===== config.mk =====
export PLATFORM = sky130hd
export DESIGN_NAME = ram_arbiter
export DESIGN_NICKNAME = d
export VERILOG_FILES = /design/src/rtl/ram_arbiter.sv
export SDC_FILE = /design/constraint.sdc
export NUM_CORES = 1
export LEC_CHECK = 0
export BUFFER_PORTS_ARGS = -buffer_cell sky130_fd_sc_hd__buf_2
export CELL_PAD_IN_SITES_DETAIL_PLACEMENT = 1
export CELL_PAD_IN_SITES_GLOBAL_PLACEMENT = 2
export CORE_MARGIN = 2
export CORE_UTILIZATION = 26
export CTS_CLUSTER_SIZE = 16
export DETAILED_ROUTE_END_ITERATION = 6
export HOLD_SLACK_MARGIN = 0.02
export MAX_ROUTING_LAYER = met4
export PLACE_DENSITY_LB_ADDON = 0.1
export SETUP_SLACK_MARGIN = 0.15
export SYNTH_ARGS = -nofsm -noshare
export SYNTH_HDL_FRONTEND = slang
export SYNTH_SLANG_ARGS = --single-unit

===== constraint.sdc =====
create_clock -name clk -period 4.5 [get_ports clk]
set_clock_uncertainty 0.05 [all_clocks]
set_input_delay 0.9 -clock clk [delete_from_list [all_inputs] [get_ports clk]]
set_output_delay 0.9 -clock clk [all_outputs]
set_load 0.02 [all_outputs]

===== src/rtl/ram_arbiter.sv =====
// Arbitrates an instruction-fetch port and a data port onto one single-port RAM.
// Define RAM_ARB_RR_EN for round-robin arbitration; the default build gives data fixed priority.
module ram_arbiter #(
    parameter int unsigned MEM_SIZE   = 16384,
    parameter logic [31:0] START_ADDR = 32'h8000_0000
) (
    input  logic        clk,
    input  logic        rst,
    input  logic        i_req_valid,
    output logic        i_req_ready,
    input  logic [31:0] i_req_addr,
    output logic        i_rsp_valid,
    output logic [31:0] i_rsp_rdata,
    output logic        i_rsp_err,
    input  logic        d_req_valid,
    output logic        d_req_ready,
    input  logic [31:0] d_req_addr,
    input  logic        d_req_we,
    input  logic [3:0]  d_req_wstrb,
    input  logic [31:0] d_req_wdata,
    output logic        d_rsp_valid,
    output logic [31:0] d_rsp_rdata,
    output logic        d_rsp_err,
    output logic [31:0] ram_addr,
    output logic        ram_we,
    output logic [31:0] ram_wd,
    input  logic [31:0] ram_rd
);

    typedef enum logic {IDLE, RMW_WR} state_t;

    state_t      state;
    logic [31:0] hold_addr;
    logic [31:0] merge_q;
    logic [31:0] merged;
    logic [31:0] sel_addr;
    logic        prefer_d;
    logic        grant_d;
    logic        grant_i;
    logic        d_fault;
    logic        i_fault;
    logic        d_full;
    logic        d_none;

`ifdef RAM_ARB_RR_EN
    logic last_d;
    assign prefer_d = !last_d;
`else
    assign prefer_d = 1'b1;
`endif

    function automatic logic is_fault(input logic [31:0] a);
        logic [32:0] lim;
        lim = {1'b0, START_ADDR} + 33'(MEM_SIZE);
        return (a[1:0] != 2'b00) || (a < START_ADDR) || ({1'b0, a} >= lim);
    endfunction

    assign grant_d = (state == IDLE) && d_req_valid && (!i_req_valid || prefer_d);
    assign grant_i = (state == IDLE) && i_req_valid && !grant_d;
    assign d_req_ready = grant_d;
    assign i_req_ready = grant_i;

    assign d_fault  = is_fault(d_req_addr);
    assign i_fault  = is_fault(i_req_addr);
    assign d_full   = (d_req_wstrb == 4'hF);
    assign d_none   = (d_req_wstrb == 4'h0);
    assign sel_addr = grant_d ? d_req_addr : i_req_addr;

    always_comb begin
        merged = ram_rd;
        for (int n = 0; n < 4; n++) begin
            if (d_req_wstrb[n]) merged[8*n +: 8] = d_req_wdata[8*n +: 8];
        end
    end

    // RMW_WR owns the RAM port; otherwise it follows the granted request
    always_comb begin
        ram_addr = {sel_addr[31:2], 2'b00};
        ram_wd   = d_req_wdata;
        ram_we   = grant_d && d_req_we && !d_fault && d_full;
        if (state == RMW_WR) begin
            ram_addr = hold_addr;
            ram_wd   = merge_q;
            ram_we   = 1'b1;
        end
    end

    always_ff @(posedge clk or posedge rst) begin
        if (rst) begin
            state       <= IDLE;
            hold_addr   <= 32'h0;
            merge_q     <= 32'h0;
            i_rsp_valid <= 1'b0;
            i_rsp_err   <= 1'b0;
            i_rsp_rdata <= 32'h0;
            d_rsp_valid <= 1'b0;
            d_rsp_err   <= 1'b0;
            d_rsp_rdata <= 32'h0;
`ifdef RAM_ARB_RR_EN
            last_d      <= 1'b0;
`endif
        end else begin
            i_rsp_valid <= 1'b0;
            i_rsp_err   <= 1'b0;
            i_rsp_rdata <= 32'h0;
            d_rsp_valid <= 1'b0;
            d_rsp_err   <= 1'b0;
            d_rsp_rdata <= 32'h0;
            unique case (state)
                IDLE: begin
                    unique case (1'b1)
                        grant_d: begin
`ifdef RAM_ARB_RR_EN
                            last_d <= 1'b1;
`endif
                            if (d_fault) begin
                                d_rsp_valid <= 1'b1;
                                d_rsp_err   <= 1'b1;
                            end else if (!d_req_we) begin
                                d_rsp_valid <= 1'b1;
                                d_rsp_rdata <= ram_rd;
                            end else if (d_full || d_none) begin
                                d_rsp_valid <= 1'b1;
                            end else begin
                                hold_addr <= {d_req_addr[31:2], 2'b00};
                                merge_q   <= merged;
                                state     <= RMW_WR;
                            end
                        end
                        grant_i: begin
`ifdef RAM_ARB_RR_EN
                            last_d <= 1'b0;
`endif
                            i_rsp_valid <= 1'b1;
                            i_rsp_err   <= i_fault;
                            i_rsp_rdata <= i_fault ? 32'h0 : ram_rd;
                        end
                        default: ;
                    endcase
                end
                RMW_WR: begin
                    d_rsp_valid <= 1'b1;
                    state       <= IDLE;
                end
                default: state <= IDLE;
            endcase
        end
    end

endmodule


After elaboration in Yosys (flattened, before gate mapping):

Cells that the tools add are included.
W data, S select, Z words.

* bits in read-only memories: 0
* bits of input ports: 137
* output and inout port bits: 135
* register bits: 131
* bits in latches: 0
* memories: 0
* logic and storage cells: 66
* RAM bits: 0

* eq/ne operators: 1
* shifts and indexed selects: 0
* bitwise logic cells: 3
* div/mod/pow operators: 0
* add/subtract/negate cells: 0
* mux-type cells: 32
* reductions and logical operators: 17
* $mul: 0
* magnitude comparators: 4

Operators by type and width (number)
* $mux W32: 10
* $ge A32 B32 Y1 const B: 2
* $lt A32 B32 Y1 const B: 2
* $mux W8: 4
* $mux W1: 16
* $logic_and A1 B1 Y1: 6
* $logic_or A1 B1 Y1: 5
* $reduce_and A5 Y1: 1
* $eq A4 B4 Y1 const B: 1
* $logic_not A4 Y1: 1
* $pmux W1 S2: 2
* $reduce_bool A2 Y1: 2
* $not A1 Y1: 3
* $logic_not A1 Y1: 2

Longest topological paths before layout:

* depth in word-level cells: 7
* gate-level depth with buffers: 6
* mapped depth without buffers: 5

Least setup slack after synthesis:

Ideal clock, no wire load.

* path kind: input port to output port
* start: in d_req_addr[0]
* end: out ram_we
* setup slack: 1.015 ns
* arrival time: 2.535 ns
* cell stages on the path: 6
* path buffers: 2
* required time: 3.550 ns
* cell sequence: nor4b_1 nand4_1 nand2b_1 clkbuf_1 clkbuf_1 o31ai_1

* longest elaborated chain between the ends: 7
* elaborated cells between the ends (all ways): 9
* those cells by class: order compare (2); mux (1); reduce/logical (6)

RTL lines
* start: declaration: RTL line 17 `input logic [31:0] d_req_addr,`
* $lt A32 B32 Y1 / $reduce_bool A2 Y1 (equally long branches): RTL line 55 `return (a[1:0] != 2'b00) || (a < START_ADDR) || ({1'b0, a} >= lim);`
* $logic_or A1 B1 Y1: RTL line 55
* $logic_or A1 B1 Y1 (*): RTL line 55
* $logic_not A1 Y1 (*): RTL line 80 `ram_we = grant_d && d_req_we && !d_fault && d_full;`
* $logic_and A1 B1 Y1 (*) (2 in series): RTL line 80
* $mux W1 (*): RTL line 81 `if (state == RMW_WR) begin`
* end: declaration: RTL line 25 `output logic ram_we,`

Every way passes the cells marked *; elsewhere a longest branch is shown, timed or not.

Worst setup path after layout:

* start: reg state
* end: out d_req_ready

* longest elaborated chain between the ends: 2

RTL lines
* start: declaration: RTL line 32 `state_t state;`
* start signal: assignment: RTL line 90 `state <= IDLE;`
* start signal: assignment: RTL line 127 `state <= RMW_WR;`
* start signal: assignment: RTL line 143 `state <= IDLE;`
* $not A1 Y1 (no source line)
* $logic_and A1 B1 Y1: RTL line 58 `assign grant_d = (state == IDLE) && d_req_valid && (!i_req_valid || prefer_d);`
* end: declaration: RTL line 16 `output logic d_req_ready,`

No other way between the ends.

==> metrics.txt <==
# TYPE chip_impl_metric gauge
chip_impl_metric{name="grt_first_pass_wirelength",unit="um"} 30700
chip_impl_metric{name="static-leakage-power",unit="nW"} 4.32
chip_impl_info{name="layout.cells.most_common",value="sky130_fd_sc_hd__buf_2"} 1
chip_impl_metric{name="grt.overflow.total",unit=""} 0
chip_impl_metric{name="holdBufCountCts",unit=""} 0
chip_impl_info{name="critPathLaunchType",value="flip-flop"} 1
chip_impl_metric{name="clockBufferDepth",unit=""} 2
chip_impl_metric{name="dpl-instance-area",unit="um2"} 7730
chip_impl_metric{name="max-slew-margin-rel",unit=""} 0.394
chip_impl_metric{name="post-route-worst-setup-slack",unit="ns"} 1.00
chip_impl_metric{name="max-cap-violations",unit=""} 0
chip_impl_metric{name="slew_viol_final",unit=""} 0
chip_impl_metric{name="post_cts_resized",unit=""} 0
chip_impl_metric{name="count_of_placed_standard_cells_in_the_final_layout_fillers_left_out",unit=""} 1078
chip_impl_metric{name="yosysWarnings",unit=""} 0
chip_impl_metric{name="drt_first_pass_iters",unit=""} 4
chip_impl_metric{name="syn_to_final_growth",unit="%"} 37.5
chip_impl_metric{name="numPlacedInstances",unit=""} 1046
chip_impl_metric{name="fmaxAchievable",unit="MHz"} 286
chip_impl_metric{name="post-place-ws",unit="ns"} 0.933
chip_impl_metric{name="syn-cell-area",unit="um2"} 6080
chip_impl_info{name="status",value="finished clean"} 1
chip_impl_metric{name="ys_seq_elements",unit=""} 131
chip_impl_metric{name="detail_route.wl_per_cell",unit="um"} 18.9
chip_impl_metric{name="worst-slew-pin-transition",unit="ns"} 0.908
chip_impl_metric{name="drt_drc_violations_left",unit=""} 0
chip_impl_metric{name="num_vias",unit=""} 4867
chip_impl_metric{name="htree_levels",unit=""} 4
chip_impl_metric{name="detail_route.vias_per_cell",unit=""} 4.51
chip_impl_metric{name="power.density_cell_area",unit="nW/um2"} 355
chip_impl_metric{name="postRouteAntennaNets",unit=""} 0
chip_impl_info{name="cts_root_buffer_type",value="sky130_fd_sc_hd__clkbuf_16"} 1
chip_impl_metric{name="yosysTopAreaCellShare",unit=""} 0.539
chip_impl_metric{name="synthDistinctLibCells",unit=""} 27
chip_impl_metric{name="final_util",unit=""} 0.367
chip_impl_info{name="setup.worst_path.end_class",value="output port"} 1
chip_impl_metric{name="grt_start_max_net_pins",unit=""} 67
chip_impl_metric{name="die_x",unit="um"} 157
chip_impl_metric{name="gp_congestion",unit=""} 0.731
chip_impl_metric{name="detailed_place_hpwl",unit="um"} 14800
chip_impl_metric{name="fin_nets",unit=""} 889
chip_impl_info{name="cp_class",value="reg -> out"} 1
chip_impl_metric{name="floorplan_die_area",unit="um2"} 24600
chip_impl_metric{name="floorplan.initialDensity",unit=""} 0.267
chip_impl_metric{name="drt_wl_total",unit="um"} 20300
chip_impl_metric{name="endpoints_failing_hold",unit=""} 0
chip_impl_metric{name="critical_path_peak_fanout",unit=""} 58
chip_impl_metric{name="setup_violating_endpoint_count_in_the_final_report",unit=""} 0
chip_impl_metric{name="die_y",unit="um"} 157
chip_impl_metric{name="number_of_antenna_violations_at_the_first_check_in_global_routing",unit=""} 1
chip_impl_metric{name="vdd_drop_max",unit="V"} 0.000219
chip_impl_metric{name="floorplan.core_area",unit="um2"} 22800
chip_impl_info{name="layout.cells.most_common_list",value="sky130_fd_sc_hd__buf_2 (269), sky130_fd_sc_hd__dfrtp_1 (130), sky130_fd_sc_hd__mux2_2 (104)"} 1
chip_impl_metric{name="cts_setup_buffers",unit=""} 0
chip_impl_metric{name="worst_ep_required_time",unit="ns"} 3.55
chip_impl_metric{name="io_pins",unit=""} 272
chip_impl_metric{name="placement_rows",unit=""} 55
chip_impl_metric{name="crit_arrival",unit="ns"} 2.55
chip_impl_metric{name="post_synth_inst_count",unit=""} 492
chip_impl_metric{name="post_layout_inst_area",unit="um2"} 8360
chip_impl_metric{name="portBuffers",unit=""} 269
chip_impl_metric{name="timing.final.crit_period",unit="ns"} 3.50
chip_impl_metric{name="post_synth.cell_area_avg",unit="um2"} 12.4
chip_impl_metric{name="numClockSinks",unit=""} 131
chip_impl_info{name="yosys.area.top_type",value="sky130_fd_sc_hd__dfrtp_1"} 1
chip_impl_metric{name="timing.setup.tns",unit="ns"} 0
chip_impl_metric{name="tritoncts.num_buffers",unit=""} 17
chip_impl_metric{name="post-route-period-util",unit=""} 0.777
chip_impl_info{name="cts_tree",value="done"} 1
chip_impl_metric{name="detail_route.iter0.violations",unit=""} 114
chip_impl_metric{name="synth_seq_area_share",unit=""} 0.539
chip_impl_metric{name="holdWs",unit="ns"} 0.428
chip_impl_info{name="worstHoldPathType",value="reg -> reg"} 1
chip_impl_metric{name="clkSlewWorstSetupHoldPaths",unit="ns"} 0.06
chip_impl_metric{name="grt_use_total",unit=""} 0.171
chip_impl_metric{name="clock_insertion_delay_worst_skew",unit="ns"} 0.41
chip_impl_metric{name="layout-drive-gt1-share",unit=""} 0.551
chip_impl_metric{name="design_power_total",unit="mW"} 2.97
chip_impl_metric{name="first_global_vias",unit=""} 5351
chip_impl_info{name="grt_setup_unrepaired",value="false"} 1
chip_impl_info{name="synthTopCellsByArea",value="sky130_fd_sc_hd__dfrtp_1 (54%), sky130_fd_sc_hd__mux2_2 (19%), sky130_fd_sc_hd__mux2i_1 (4.9%), sky130_fd_sc_hd__nor4b_1 (4.8%), sky130_fd_sc_hd__and2_1 (3.3%)"} 1
synthesized netlist by cell type, drive strengths merged:
cell type  instances
inv                7
or2                1
nand4              2
nor4              11
or4                2
mux2i             30
mux2             107
nand3              4
o31ai              1
o21ai             32
dfrtp            131
clkbuf            28
nand2b             1
buf               12
nor2b             17
nand2             35
conb               1
and2              32
nor3               3
nor4b             33
nor2               2
flip-flops by register name (all words and copies together), names as in the netlist:
name and cells:
i_rsp_rdata 32, i_rsp_valid 1, d_rsp_valid 1, d_rsp_rdata 32
i_rsp_err 1, hold_addr 30, state 1, d_rsp_err 1
merge_q 32
final cells by class:
| type | count | area, um2 |
|---|---|---|
| inverters | 7 | 30.0 |
| flip-flops and latches | 131 | 3280 |
| clock buffers | 20 | 447 |
| fillers | 2593 | 14400 |
| repair buffers | 280 | 1440 |
| diodes | 1 | 2.50 |
| well taps | 313 | 392 |
| clock inverters | 11 | 178 |
| multi-input cells | 315 | 2590 |
worst paths after layout:
| kind | start | end | slack [ns] | cells after the start |
|---|---|---|---|---|
| setup / recovery | state$_DFF_PP0_ | d_req_ready | 1.00 | 5 |
| hold / removal | hold_addr[31]$_DFFE_PP0P_ | hold_addr[31]$_DFFE_PP0P_ | 0.43 | 1 |
| setup reg to reg | state$_DFF_PP0_ | merge_q[19]$_DFFE_PP0P_ | 1.98 | 5 |
| hold reg to reg | hold_addr[31]$_DFFE_PP0P_ | hold_addr[31]$_DFFE_PP0P_ | 0.43 | 1 |
| max in group asynchronous | rst | i_rsp_rdata[12]$_DFF_PP0_ | 2.89 | 3 |
| min in group asynchronous | rst | merge_q[19]$_DFFE_PP0P_ | 0.60 | 2 |
layer usage:
metal | GRT usage | vias up | routed length [um]
li1 | - | 2266 | -
met1 | 0.211 | 2411 | 8680
met2 | 0.277 | 174 | 9950
met3 | 0.0529 | 16 | 1510
met4 | 0.0389 | 0 | 178
met5 | - | - | 0
cells by family (layout without fill, tap and decap cells):
family | after synthesis | in the layout | synth area share
AOI/OAI and AO/OA | 33 | 33 | 0.0276
buffers and inverters | 47 | 318 | 0.0373
DFF | 131 | 131 | 0.539
muxes | 137 | 137 | 0.248
other | 1 | 3 | 0.000617
and+or+nand+nor | 143 | 143 | 0.148
power by group:
| group | total (mW) | internal (mW) | switching, mW |
|---|---|---|---|
| registers | 1.18 | 1.18 | 0.000415 |
| logic | 0.309 | 0.126 | 0.183 |
| clock network | 1.48 | 0.945 | 0.535 |
| total | 2.97 | 2.25 | 0.718 |
critical path, stage by stage, from the launching register on:
cell and delay [ns]:
sky130_fd_sc_hd__dfrtp_4 0.86, sky130_fd_sc_hd__inv_1 0.21, sky130_fd_sc_hd__nand2_2 0.28, sky130_fd_sc_hd__buf_4 0.43, sky130_fd_sc_hd__inv_1 0.15, sky130_fd_sc_hd__buf_2 0.20
Note: power is estimated with default switching activity, not from simulation.
